--- config.mk ---
export PLATFORM = sky130hd
export DESIGN_NAME = fft_uart_framer_flat
export DESIGN_NICKNAME = d
export VERILOG_FILES = /design/src/rtl/fft_uart_framer_if.sv /design/src/rtl/fft_uart_framer.sv /design/src/flat_wrapper.sv
export SDC_FILE = /design/constraint.sdc
export NUM_CORES = 1
export LEC_CHECK = 0
export BUFFER_PORTS_ARGS = -buffer_cell sky130_fd_sc_hd__buf_2
export CORE_ASPECT_RATIO = 0.7
export CORE_MARGIN = 1
export CORE_UTILIZATION = 56
export CTS_CLUSTER_SIZE = 10
export DETAILED_ROUTE_END_ITERATION = 8
export HOLD_SLACK_MARGIN = 0.06
export PLACE_DENSITY_LB_ADDON = 0.1
export SLEW_MARGIN = 20
export SYNTH_ARGS = -nofsm -noshare
export SYNTH_HDL_FRONTEND = slang
export SYNTH_SLANG_ARGS = --single-unit
--- constraint.sdc ---
create_clock -name sys_clk -period 3.9 [get_ports sys_clk]
set_input_delay 0.78 -clock sys_clk [delete_from_list [all_inputs] [get_ports sys_clk]]
set_output_delay 0.78 -clock sys_clk [all_outputs]
set_load 0.1 [all_outputs]
--- src/rtl/fft_uart_framer_if.sv ---
// Handshake bundles around the spectral-line framer.
//   fft_ctrl_if : spectral-line entry stream from the detector (master) to
//                 the framer (slave), plus the extra byte and the frame-end level.
//   uart_tx_if  : byte stream from the framer (master) to the UART TX (slave).

interface fft_ctrl_if;
    logic [15:0] s_ctrl_addr;
    logic [15:0] s_ctrl_data;
    logic        s_ctrl_valid;
    logic        s_ctrl_ready;
    logic [7:0]  s_ctrl_extra;
    logic        s_ctrl_end;

    modport master (output s_ctrl_addr, s_ctrl_data, s_ctrl_valid, s_ctrl_extra,
                           s_ctrl_end,
                    input  s_ctrl_ready);
    modport slave  (input  s_ctrl_addr, s_ctrl_data, s_ctrl_valid, s_ctrl_extra,
                           s_ctrl_end,
                    output s_ctrl_ready);
endinterface

interface uart_tx_if;
    logic [7:0] m_tx_data;
    logic       m_tx_valid;
    logic       m_tx_ready;

    modport master (output m_tx_data, m_tx_valid, input  m_tx_ready);
    modport slave  (input  m_tx_data, m_tx_valid, output m_tx_ready);
endinterface

--- src/rtl/fft_uart_framer.sv ---
// Byte-level frame packer for detected FFT spectral lines.
// Frame on the wire: HDR0 HDR1 {addr_hi addr_lo data_hi data_lo}* TAIL_MARK
// extra count checksum. Checksum is the 8-bit wrapping sum of every byte
// after HDR1 up to and including the count byte.
// Ports:
//   sys_clk, sys_rst : clock, synchronous active-high reset
//   s_ctrl           : entry stream in (addr/data/valid/ready, extra, end level)
//   m_tx             : byte stream out to the UART TX (data/valid/ready)
//   frame_busy       : high from frame start until the checksum byte is taken
//   overrun          : one-cycle pulse when an entry was offered while not ready

module fft_uart_framer #(
    parameter logic [7:0] HDR0       = 8'hAA,
    parameter logic [7:0] HDR1       = 8'h55,
    parameter logic [7:0] TAIL_MARK  = 8'hA5,
    parameter bit         SEND_EMPTY = 1'b1
) (
    input  logic       sys_clk,
    input  logic       sys_rst,
    fft_ctrl_if.slave  s_ctrl,
    uart_tx_if.master  m_tx,
    output logic       frame_busy,
    output logic       overrun
);

    typedef enum logic [3:0] {
        IDLE, HDR_A, HDR_B, ENT, OPEN, TAIL_M, TAIL_X, TAIL_C, TAIL_S
    } state_t;

    state_t      state_q, state_d;
    logic [15:0] addr_q, addr_d;
    logic [15:0] data_q, data_d;
    logic [7:0]  extra_q, extra_d;
    logic        ent_q, ent_d;        // an entry is latched and not yet sent
    logic [1:0]  idx_q, idx_d;        // byte index within the entry
    logic [7:0]  cnt_q, cnt_d;
    logic [7:0]  sum_q, sum_d;
    logic        pend_q, pend_d;      // frame close requested
    logic        end_q, end_d;        // previous frame-end level
    logic        ovr_q, ovr_d;

    logic       tx_valid, ctrl_ready, busy;
    logic [7:0] tx_data;
    logic       tx_fire, accept, end_rise, in_tail, pend_now;

    assign tx_fire  = tx_valid & m_tx.m_tx_ready;
    assign accept   = s_ctrl.s_ctrl_valid & ctrl_ready;
    assign end_rise = s_ctrl.s_ctrl_end & ~end_q;
    assign in_tail  = (state_q == TAIL_M) || (state_q == TAIL_X) ||
                      (state_q == TAIL_C) || (state_q == TAIL_S);
    // A close request arriving on the same edge as the last entry byte must
    // still route the frame to the trailer.
    assign pend_now = pend_q | (end_rise & ~in_tail);

    // State register and datapath registers
    always_ff @(posedge sys_clk) begin
        if (sys_rst) begin
            state_q <= IDLE;
            addr_q  <= '0;
            data_q  <= '0;
            extra_q <= '0;
            ent_q   <= 1'b0;
            idx_q   <= '0;
            cnt_q   <= '0;
            sum_q   <= '0;
            pend_q  <= 1'b0;
            end_q   <= 1'b1;   // a level already high at reset is not a rise
            ovr_q   <= 1'b0;
        end else begin
            state_q <= state_d;
            addr_q  <= addr_d;
            data_q  <= data_d;
            extra_q <= extra_d;
            ent_q   <= ent_d;
            idx_q   <= idx_d;
            cnt_q   <= cnt_d;
            sum_q   <= sum_d;
            pend_q  <= pend_d;
            end_q   <= end_d;
            ovr_q   <= ovr_d;
        end
    end

    // Next-state logic
    always_comb begin
        state_d = state_q;
        unique case (state_q)
            IDLE:   if (accept || (end_rise && SEND_EMPTY)) state_d = HDR_A;
            HDR_A:  if (tx_fire) state_d = HDR_B;
            HDR_B:  if (tx_fire) state_d = ent_q ? ENT : TAIL_M;
            ENT:    if (tx_fire && idx_q == 2'd3) state_d = pend_now ? TAIL_M : OPEN;
            OPEN: begin
                if (accept)        state_d = ENT;
                else if (end_rise) state_d = TAIL_M;
            end
            TAIL_M: if (tx_fire) state_d = TAIL_X;
            TAIL_X: if (tx_fire) state_d = TAIL_C;
            TAIL_C: if (tx_fire) state_d = TAIL_S;
            TAIL_S: if (tx_fire) state_d = IDLE;
            default: state_d = IDLE;
        endcase
    end

    // Datapath next-state
    always_comb begin
        addr_d  = addr_q;
        data_d  = data_q;
        extra_d = extra_q;
        ent_d   = ent_q;
        idx_d   = idx_q;
        cnt_d   = cnt_q;
        sum_d   = sum_q;
        pend_d  = pend_q;
        end_d   = s_ctrl.s_ctrl_end;
        ovr_d   = s_ctrl.s_ctrl_valid & ~ctrl_ready;

        if (accept) begin
            addr_d = s_ctrl.s_ctrl_addr;
            data_d = s_ctrl.s_ctrl_data;
            ent_d  = 1'b1;
        end

        // Close requests are ignored once the trailer is underway; in IDLE
        // without SEND_EMPTY a bare close request opens nothing.
        if (end_rise && !in_tail) begin
            extra_d = s_ctrl.s_ctrl_extra;
            if (!(state_q == IDLE && !SEND_EMPTY && !accept))
                pend_d = 1'b1;
        end

        if (tx_fire) begin
            unique case (state_q)
                ENT: begin
                    sum_d = sum_q + tx_data;
                    idx_d = idx_q + 2'd1;
                    if (idx_q == 2'd3) begin
                        cnt_d = cnt_q + 8'd1;
                        ent_d = 1'b0;
                    end
                end
                TAIL_M, TAIL_X, TAIL_C: sum_d = sum_q + tx_data;
                TAIL_S: begin
                    cnt_d  = '0;
                    sum_d  = '0;
                    pend_d = 1'b0;
                end
                default: ;
            endcase
        end
    end

    // Outputs decoded from state; every payload source is frozen while its
    // byte is presented, so data stays stable until accepted.
    always_comb begin
        tx_valid   = 1'b0;
        tx_data    = 8'h00;
        ctrl_ready = 1'b0;
        busy       = 1'b1;
        unique case (state_q)
            IDLE: begin
                ctrl_ready = 1'b1;
                busy       = 1'b0;
            end
            HDR_A: begin tx_valid = 1'b1; tx_data = HDR0; end
            HDR_B: begin tx_valid = 1'b1; tx_data = HDR1; end
            ENT: begin
                tx_valid = 1'b1;
                unique case (idx_q)
                    2'd0: tx_data = addr_q[15:8];
                    2'd1: tx_data = addr_q[7:0];
                    2'd2: tx_data = data_q[15:8];
                    default: tx_data = data_q[7:0];
                endcase
            end
            OPEN:   ctrl_ready = 1'b1;
            TAIL_M: begin tx_valid = 1'b1; tx_data = TAIL_MARK; end
            TAIL_X: begin tx_valid = 1'b1; tx_data = extra_q; end
            TAIL_C: begin tx_valid = 1'b1; tx_data = cnt_q; end
            TAIL_S: begin tx_valid = 1'b1; tx_data = sum_q; end
            default: ;
        endcase
    end

    assign m_tx.m_tx_valid     = tx_valid;
    assign m_tx.m_tx_data      = tx_data;
    assign s_ctrl.s_ctrl_ready = ctrl_ready;
    assign frame_busy          = busy;
    assign overrun             = ovr_q;

endmodule
--- src/flat_wrapper.sv ---
// flat-port wrapper written by rule: the top's interface ports become plain ports
module fft_uart_framer_flat 
#(
    parameter logic [7:0] HDR0       = 8'hAA,
    parameter logic [7:0] HDR1       = 8'h55,
    parameter logic [7:0] TAIL_MARK  = 8'hA5,
    parameter bit         SEND_EMPTY = 1'b1
)
  (sys_clk, sys_rst, frame_busy, overrun, s_ctrl_s_ctrl_addr, s_ctrl_s_ctrl_data, s_ctrl_s_ctrl_valid, s_ctrl_s_ctrl_extra, s_ctrl_s_ctrl_end, s_ctrl_s_ctrl_ready, m_tx_m_tx_data, m_tx_m_tx_valid, m_tx_m_tx_ready);
  fft_ctrl_if s_ctrl_i ();
  uart_tx_if m_tx_i ();
  input  logic sys_clk;
  input  logic sys_rst;
  output logic frame_busy;
  output logic overrun;
  input wire logic [$bits(s_ctrl_i.s_ctrl_addr)-1:0] s_ctrl_s_ctrl_addr;
  input wire logic [$bits(s_ctrl_i.s_ctrl_data)-1:0] s_ctrl_s_ctrl_data;
  input wire logic [$bits(s_ctrl_i.s_ctrl_valid)-1:0] s_ctrl_s_ctrl_valid;
  input wire logic [$bits(s_ctrl_i.s_ctrl_extra)-1:0] s_ctrl_s_ctrl_extra;
  input wire logic [$bits(s_ctrl_i.s_ctrl_end)-1:0] s_ctrl_s_ctrl_end;
  output wire logic [$bits(s_ctrl_i.s_ctrl_ready)-1:0] s_ctrl_s_ctrl_ready;
  output wire logic [$bits(m_tx_i.m_tx_data)-1:0] m_tx_m_tx_data;
  output wire logic [$bits(m_tx_i.m_tx_valid)-1:0] m_tx_m_tx_valid;
  input wire logic [$bits(m_tx_i.m_tx_ready)-1:0] m_tx_m_tx_ready;
  assign s_ctrl_i.s_ctrl_addr = s_ctrl_s_ctrl_addr;
  assign s_ctrl_i.s_ctrl_data = s_ctrl_s_ctrl_data;
  assign s_ctrl_i.s_ctrl_valid = s_ctrl_s_ctrl_valid;
  assign s_ctrl_i.s_ctrl_extra = s_ctrl_s_ctrl_extra;
  assign s_ctrl_i.s_ctrl_end = s_ctrl_s_ctrl_end;
  assign s_ctrl_s_ctrl_ready = s_ctrl_i.s_ctrl_ready;
  assign m_tx_m_tx_data = m_tx_i.m_tx_data;
  assign m_tx_m_tx_valid = m_tx_i.m_tx_valid;
  assign m_tx_i.m_tx_ready = m_tx_m_tx_ready;
  fft_uart_framer #(.HDR0(HDR0), .HDR1(HDR1), .TAIL_MARK(TAIL_MARK), .SEND_EMPTY(SEND_EMPTY)) u_core (.sys_clk(sys_clk), .sys_rst(sys_rst), .s_ctrl(s_ctrl_i), .m_tx(m_tx_i), .frame_busy(frame_busy), .overrun(overrun));
endmodule
==> impl_metrics.py, run 1 <==
metrics = {
    "run_status": {
        "status": "finished clean",
    },
    "die": {
        "core-area_um2": 5760,
        "ioPinCount": 57,
        "fp.dieH_um": 66.9,
        "dieArea_um2": 6340,
        "initial_core_util": 0.586,
        "floorplan.rows": 23,
        "die_x_um": 94.7,
    },
    "power": {
        "p_per_area_nw_per_um2": 594,
        "ir_drop_mv": 0.531,
        "total_power_uw": 2300,
        "leakagePower_uw": 0.00161,
    },
    "clock_tree": {
        "cts_tree": "yes",
        "clkTransAtPathRegs_ps": 70,
        "cts.path.max_buffers": 2,
        "hold_buffers": 0,
        "cts_root_buffer": "clkbuf_8",
        "cts_buffers": 9,
        "clock_latency_ps": 340,
        "cts_resized": 0,
        "numClockSinks": 66,
        "htree_levels": 3,
        "post-cts-setup-buffer-count": 0,
    },
    "synth": {
        "synth_edf_count": 0,
        "synth.top_cells.by_area": "dfxtp_1, a21oi_1, nand2_1",
        "yosys.area.top_type_share": 0.392,
        "ys_seq_area_frac": 0.392,
        "avgSynthCellArea_um2": 8.09,
        "synthFlopType": "dfxtp_1",
        "synth_cells": 417,
        "yosys.area.top_type": "dfxtp_1",
        "async_reset_ff_frac": 0,
        "netlist_area_um2": 3370,
        "ys_top_cells_by_count": "nand2_1, dfxtp_1, a21oi_1",
        "yosysUniqueCellTypes": 48,
        "synth_seq_cells": 66,
        "syn_nets": 476,
        "yosys_warnings": 0,
        "yosys.cell_count.top_type": "nand2_1",
    },
    "routing": {
        "avgRoutedWirePerCell_um": 15.9,
        "drc_errors": 0,
        "initialDrtViolationCount": 282,
        "antenna_left": 0,
        "vias_per_cell": 5.86,
        "wl_mm": 8.54,
        "num_vias": 3150,
        "first_pass_iters": 6,
    },
    "cells_and_area": {
        "nFillCells": 504,
        "final_cells": 538,
        "diodes": 0,
        "multiInputGateArea_um2": 1910,
        "syn_to_final_growth_pct": 14.8,
        "fin_nets": 518,
        "drive_gt1_frac": 0.192,
        "regArea_um2": 1320,
        "design_area_um2": 3870,
    },
    "global_routing": {
        "grt_max_degree": 60,
        "overflow": 0,
        "grt_pass1_wl_mm": 13.5,
        "grt_usage": 0.284,
        "antenna_found_initial": 0,
        "first_global_vias": 2754,
    },
    "timing": {
        "totalNegativeSetupSlack_ps": 0,
        "drv_slew": 0,
        "relSlewSlack": 0.287,
        "max_freq_mhz": 284,
        "worst_pin_slew_ps": 1070,
        "post-route-period-util": 0.903,
        "finalClockSkew_ps": 8.15,
        "finalSetupViolCount": 0,
        "min_period_ps": 3520,
        "rsz0062_at_grt": "false",
        "hold_viol": 0,
        "setup_ws_ps": 380,
    },
    "worst_setup_path": {
        "slowest_stage": "dfxtp_1",
        "worst-path-max-fanout": 17,
        "critPathCapture": "m_tx_m_tx_data[7]",
        "crit_arrival_ps": 2740,
        "path_cells": "nand4bb_1 -> a221oi_1 -> a2111o_1 -> buf_2",
        "critPathKind": "reg2out",
        "startpoint": "u_core.state_q[1]",
        "critPathRequiredTime_ps": 3120,
        "end_kind": "output port",
        "rr_worst_depth": 11,
        "rr_endpoint": "u_core.sum_q[6]",
        "worstReg2RegStart": "u_core.state_q[2]",
        "critPathMaxStageDelay_ps": 690,
        "start_kind": "flop",
        "r2r_slack_ps": 630,
    },
    "placed_design": {
        "dpl.cell_count": 522,
        "dp_hpwl_mm": 5.93,
        "pre_cts_slack_ps": 715,
        "gp_congestion": 0.927,
        "portBuffers": 56,
        "place_area_um2": 3660,
    },
    "min_path": {
        "hold_path.class": "reg2reg",
    },
    "run": {
        "max-cap-violations": 0,
    },
}
[layout make-up]
cell class	count	area share
clock buffers	10	0.0330
clock inverters	5	0.0145
inverters	7	0.00679
multi-input cells	314	0.495
flip-flops and latches	66	0.341
well taps	75	0.0242
repair buffers	61	0.0854
[power breakdown]
group | internal [uW] | switching, uW | total (uW)
clock network | 291 | 257 | 548
registers | 743 | 80.0 | 823
logic | 234 | 693 | 928
total | 1270 | 1030 | 2300
[kinds of logic (layout without fill, tap and decap cells)]
kind of cell | count (synthesis) | in the layout | share of synthesized area
AO/OA/AOI/OAI | 106 | 106 | 0.198
adder cells (fa/ha/maj) | 14 | 14 | 0.0542
buffers and inverters | 37 | 83 | 0.0475
multiplexers | 15 | 15 | 0.0445
AND/OR/NAND/NOR | 167 | 167 | 0.233
flip-flops | 66 | 66 | 0.392
XOR/XNOR | 12 | 12 | 0.0312
[per-stage QoR]
stage,utilization,hold WS (ps)
final,0.672,459
after global routing,0.672,477
after CTS,0.669,460
after detailed placement,0.637,450
after global placement,0.637,446
after floorplan,-,424
[layer usage]
metal / global-route usage / routed length (um) / up-vias
li1: - / - / 1533
met3: 0.0628 / 576 / 11
met5: 0 / 0 / -
met2: 0.426 / 3680 / 133
met1: 0.405 / 4210 / 1473
met4: 0.0777 / 76 / 0
[how the worst min path moves through the flow]
stage | startpoint | end | slack [ps] | depth (start not counted)
after floorplan | u_core.pend_q | u_core.pend_q | 420 | 2
after global placement | u_core.data_q[0] | u_core.data_q[0] | 450 | 2
final | u_core.addr_q[7] | u_core.addr_q[7] | 460 | 2
after CTS | u_core.addr_q[7] | u_core.addr_q[7] | 460 | 2
after detailed placement | u_core.addr_q[7] | u_core.addr_q[7] | 450 | 2
after global routing | u_core.addr_q[7] | u_core.addr_q[7] | 480 | 2
[registers in the layout (all words and copies together), names as in the netlist]
name	flops
u_core.addr_q	16
u_core.cnt_q	8
u_core.data_q	16
u_core.end_q	1
u_core.ent_q	1
u_core.extra_q	8
u_core.idx_q	2
u_core.overrun	1
u_core.pend_q	1
u_core.state_q	4
u_core.sum_q	8
[critical path: cells and delay by family, from the launching register on]
| family | cells | cell delay (ps) |
|---|---|---|
| buffers and inverters | 1 | 440 |
| and+or+nand+nor | 1 | 550 |
| DFF | 1 | 690 |
| AOI/OAI and AO/OA | 2 | 720 |
[placed cells by master, fill, tap and decap left out, types with 3 or more instances in the layout]
cell,count
a21o_1,3
a21oi_1,62
a221oi_1,4
a222oi_1,7
a22oi_1,3
buf_2,56
buf_4,4
clkbuf_8,9
dfxtp_1,66
ha_1,13
inv_1,7
mux2i_1,15
nand2_1,74
nand2b_1,8
nand3_1,5
nand3b_1,3
nor2_1,46
nor2b_1,6
nor3_1,4
nor3b_1,3
o21ai_0,7
o21ai_1,5
xnor2_1,4
xor2_1,8
(Power assumes the default switching activity.)
==> inputs of run 2 (changes only) <==
--- a/constraint.sdc
+++ b/constraint.sdc
@@ -3,2 +3,2 @@
 set_output_delay 0.78 -clock sys_clk [all_outputs]
-set_load 0.1 [all_outputs]
+set_load 0.01 [all_outputs]
==> run 2 against run 1 <==
Sequential power hardly changed. Worst setup slack better by 260 ps. Wire length decreased by 2.5%. Clock power up 15%. Via count shrank 2.5%. Maximum frequency up 8.1%. Total power is 12% lower. Count of clock-buffer cells in the layout up 1. Final area rose by 0.52%. Register-to-register slack about the same. Clock skew fell by 3.4 ps.
==> impl_metrics.py, run 2 (synthesis gave the netlist of run 1 again) <==
metrics = {
    "timing": {
        "max_freq_mhz": 307,
        "timing.hold.ws_ps": 462,
        "worst_pin_slew_ps": 1060,
        "totalNegativeSetupSlack_ps": 0,
        "rsz0062_at_grt": "false",
        "setup_ws_ps": 643,
        "min_period_ps": 3260,
        "post-route-period-util": 0.835,
        "hold_viol": 0,
        "relSlewSlack": 0.290,
        "finalSetupViolCount": 0,
        "finalClockSkew_ps": 4.71,
        "drv_slew": 0,
    },
    "power": {
        "power_frac_comb": 0.283,
        "internal_power_uw": 1350,
        "p_per_area_nw_per_um2": 521,
        "leakagePower_uw": 0.00163,
        "ir_drop_mv": 0.368,
        "p_sw_uw": 677,
        "power.share.switching": 0.334,
        "seq_power_share": 0.406,
        "pwr-share-clk": 0.312,
    },
    "cells_and_area": {
        "final_cells": 541,
        "syn_to_final_growth_pct": 15.4,
        "reg_top3": "u_core.addr_q (16), u_core.data_q (16)",
        "final_cell_mix": "nand2_1, dfxtp_1, a21oi_1",
        "diodes": 0,
        "final_common_cell": "nand2_1",
        "drive_gt1_frac": 0.189,
        "design_area_um2": 3890,
        "fin_nets": 520,
    },
    "worst_setup_path": {
        "crit_arrival_ps": 3490,
        "path_cells": "nand2b_1 -> a21oi_1 -> nor2_1 -> a221oi_1 -> o21ai_0 -> ha_1 -> fa_1 -> a21o_1 -> a21oi_1 -> o21ai_0 -> xor2_1 -> a22o_1",
        "cp_top_family": "compound AO/OA/AOI/OAI gates",
        "critPathKind": "reg2reg",
        "start_kind": "flop",
        "end_kind": "flop",
        "critPathRequiredTime_ps": 4130,
        "critPathMaxStageDelay_ps": 810,
        "slowest_stage": "dfxtp_1",
        "worst-path-buf-inv": 0,
        "worst-path-max-fanout": 21,
    },
    "routing": {
        "avgRoutedWirePerCell_um": 15.4,
        "drc_errors": 0,
        "wl_mm": 8.33,
        "vias_per_cell": 5.68,
        "antenna_left": 0,
        "initialDrtViolationCount": 207,
        "num_vias": 3071,
        "first_pass_iters": 5,
    },
    "placed_design": {
        "dpl.cell_count": 525,
        "gp_congestion": 0.929,
        "portBuffers": 56,
        "place_area_um2": 3670,
        "pre_cts_slack_ps": 707,
        "dp_hpwl_mm": 6.09,
    },
    "global_routing": {
        "grt_usage": 0.284,
        "overflow": 0,
        "antenna_found_initial": 0,
        "grt_max_degree": 60,
        "grt_pass1_wl_mm": 13.4,
        "first_global_vias": 2657,
    },
    "die": {
        "initial_core_util": 0.586,
        "die_x_um": 94.7,
        "core-area_um2": 5760,
        "floorplan.rows": 23,
        "ioPinCount": 57,
        "dieArea_um2": 6340,
        "fp.dieH_um": 66.9,
    },
    "run": {
        "max-cap-violations": 0,
    },
    "clock_tree": {
        "cts_root_buffer": "clkbuf_8",
        "numClockSinks": 66,
        "cts.path.max_buffers": 2,
        "clock_latency_ps": 340,
        "clkTransAtPathRegs_ps": 70,
        "cts_resized": 0,
        "hold_buffers": 0,
        "htree_levels": 3,
        "cts_tree": "yes",
        "cts_buffers": 9,
        "post-cts-setup-buffer-count": 0,
    },
    "min_path": {
        "hold_path.class": "reg2reg",
    },
    "run_status": {
        "status": "finished clean",
    },
}
[run 2: changes by cell type in the layout (fill, tap and decap cells not counted), moves of 2 or more]
cell      delta
buf_4        +3
o221ai_1     +2
o21ai_1      -4
o221ai_2     -2
o21ai_0      +5
[run 2: worst reg2reg max path, cell delays in order, from the launching register on]
cell	delay, ps
dfxtp_1	810
nand2b_1	140
a21oi_1	170
nor2_1	50
a221oi_1	210
o21ai_0	170
ha_1	260
fa_1	420
a21o_1	180
a21oi_1	200
o21ai_0	140
xor2_1	160
a22o_1	240
[run 2: through the flow]
| stage | total power, uW | utilization |
|---|---|---|
| 2_1_floorplan | 1230 | - |
| 3_3_place_gp | 1390 | 0.638 |
| 3_5_place_dp | 1400 | 0.638 |
| 4_1_cts | 2030 | 0.676 |
| 5_1_grt | 2140 | 0.676 |
| 6_report | 2030 | 0.676 |
[run 2: layout make-up]
class                           count  area [um2]
Inverter                            7        26.3
Fill cell                         516        1870
Timing Repair Buffer               63         333
Tap cell                           75        93.8
Multi-Input combinational cell    314        1900
Sequential cell                    66        1320
Clock inverter                      5        77.6
Clock buffer                       11         141
[run 2: metal layers]
layer	global-route usage	share of wire	routed length [um]
met1	0.428	0.50	4190
met2	0.399	0.41	3400
met3	0.0639	0.076	631
met4	0.0758	0.012	98
met5	0	0	0
[run 2: final timing paths]
check / from / to / slack [ps] / depth (start not counted)
setup / recovery: u_core.state_q[2] / u_core.sum_q[6] / 640 / 12
hold reg to reg: u_core.data_q[3] / u_core.data_q[3] / 460 / 2
setup reg to reg: u_core.state_q[2] / u_core.sum_q[6] / 640 / 12
hold / removal: u_core.data_q[3] / u_core.data_q[3] / 460 / 2
[run 2: power groups by stage]
stage                     combinational [uW]  sequential (uW)  clock [uW]
after global routing                     637              830         673
after detailed placement                 566              835           0
after CTS                                571              820         639
after floorplan                          439              789           0
final                                    573              822         632
after global placement                   560              833           0
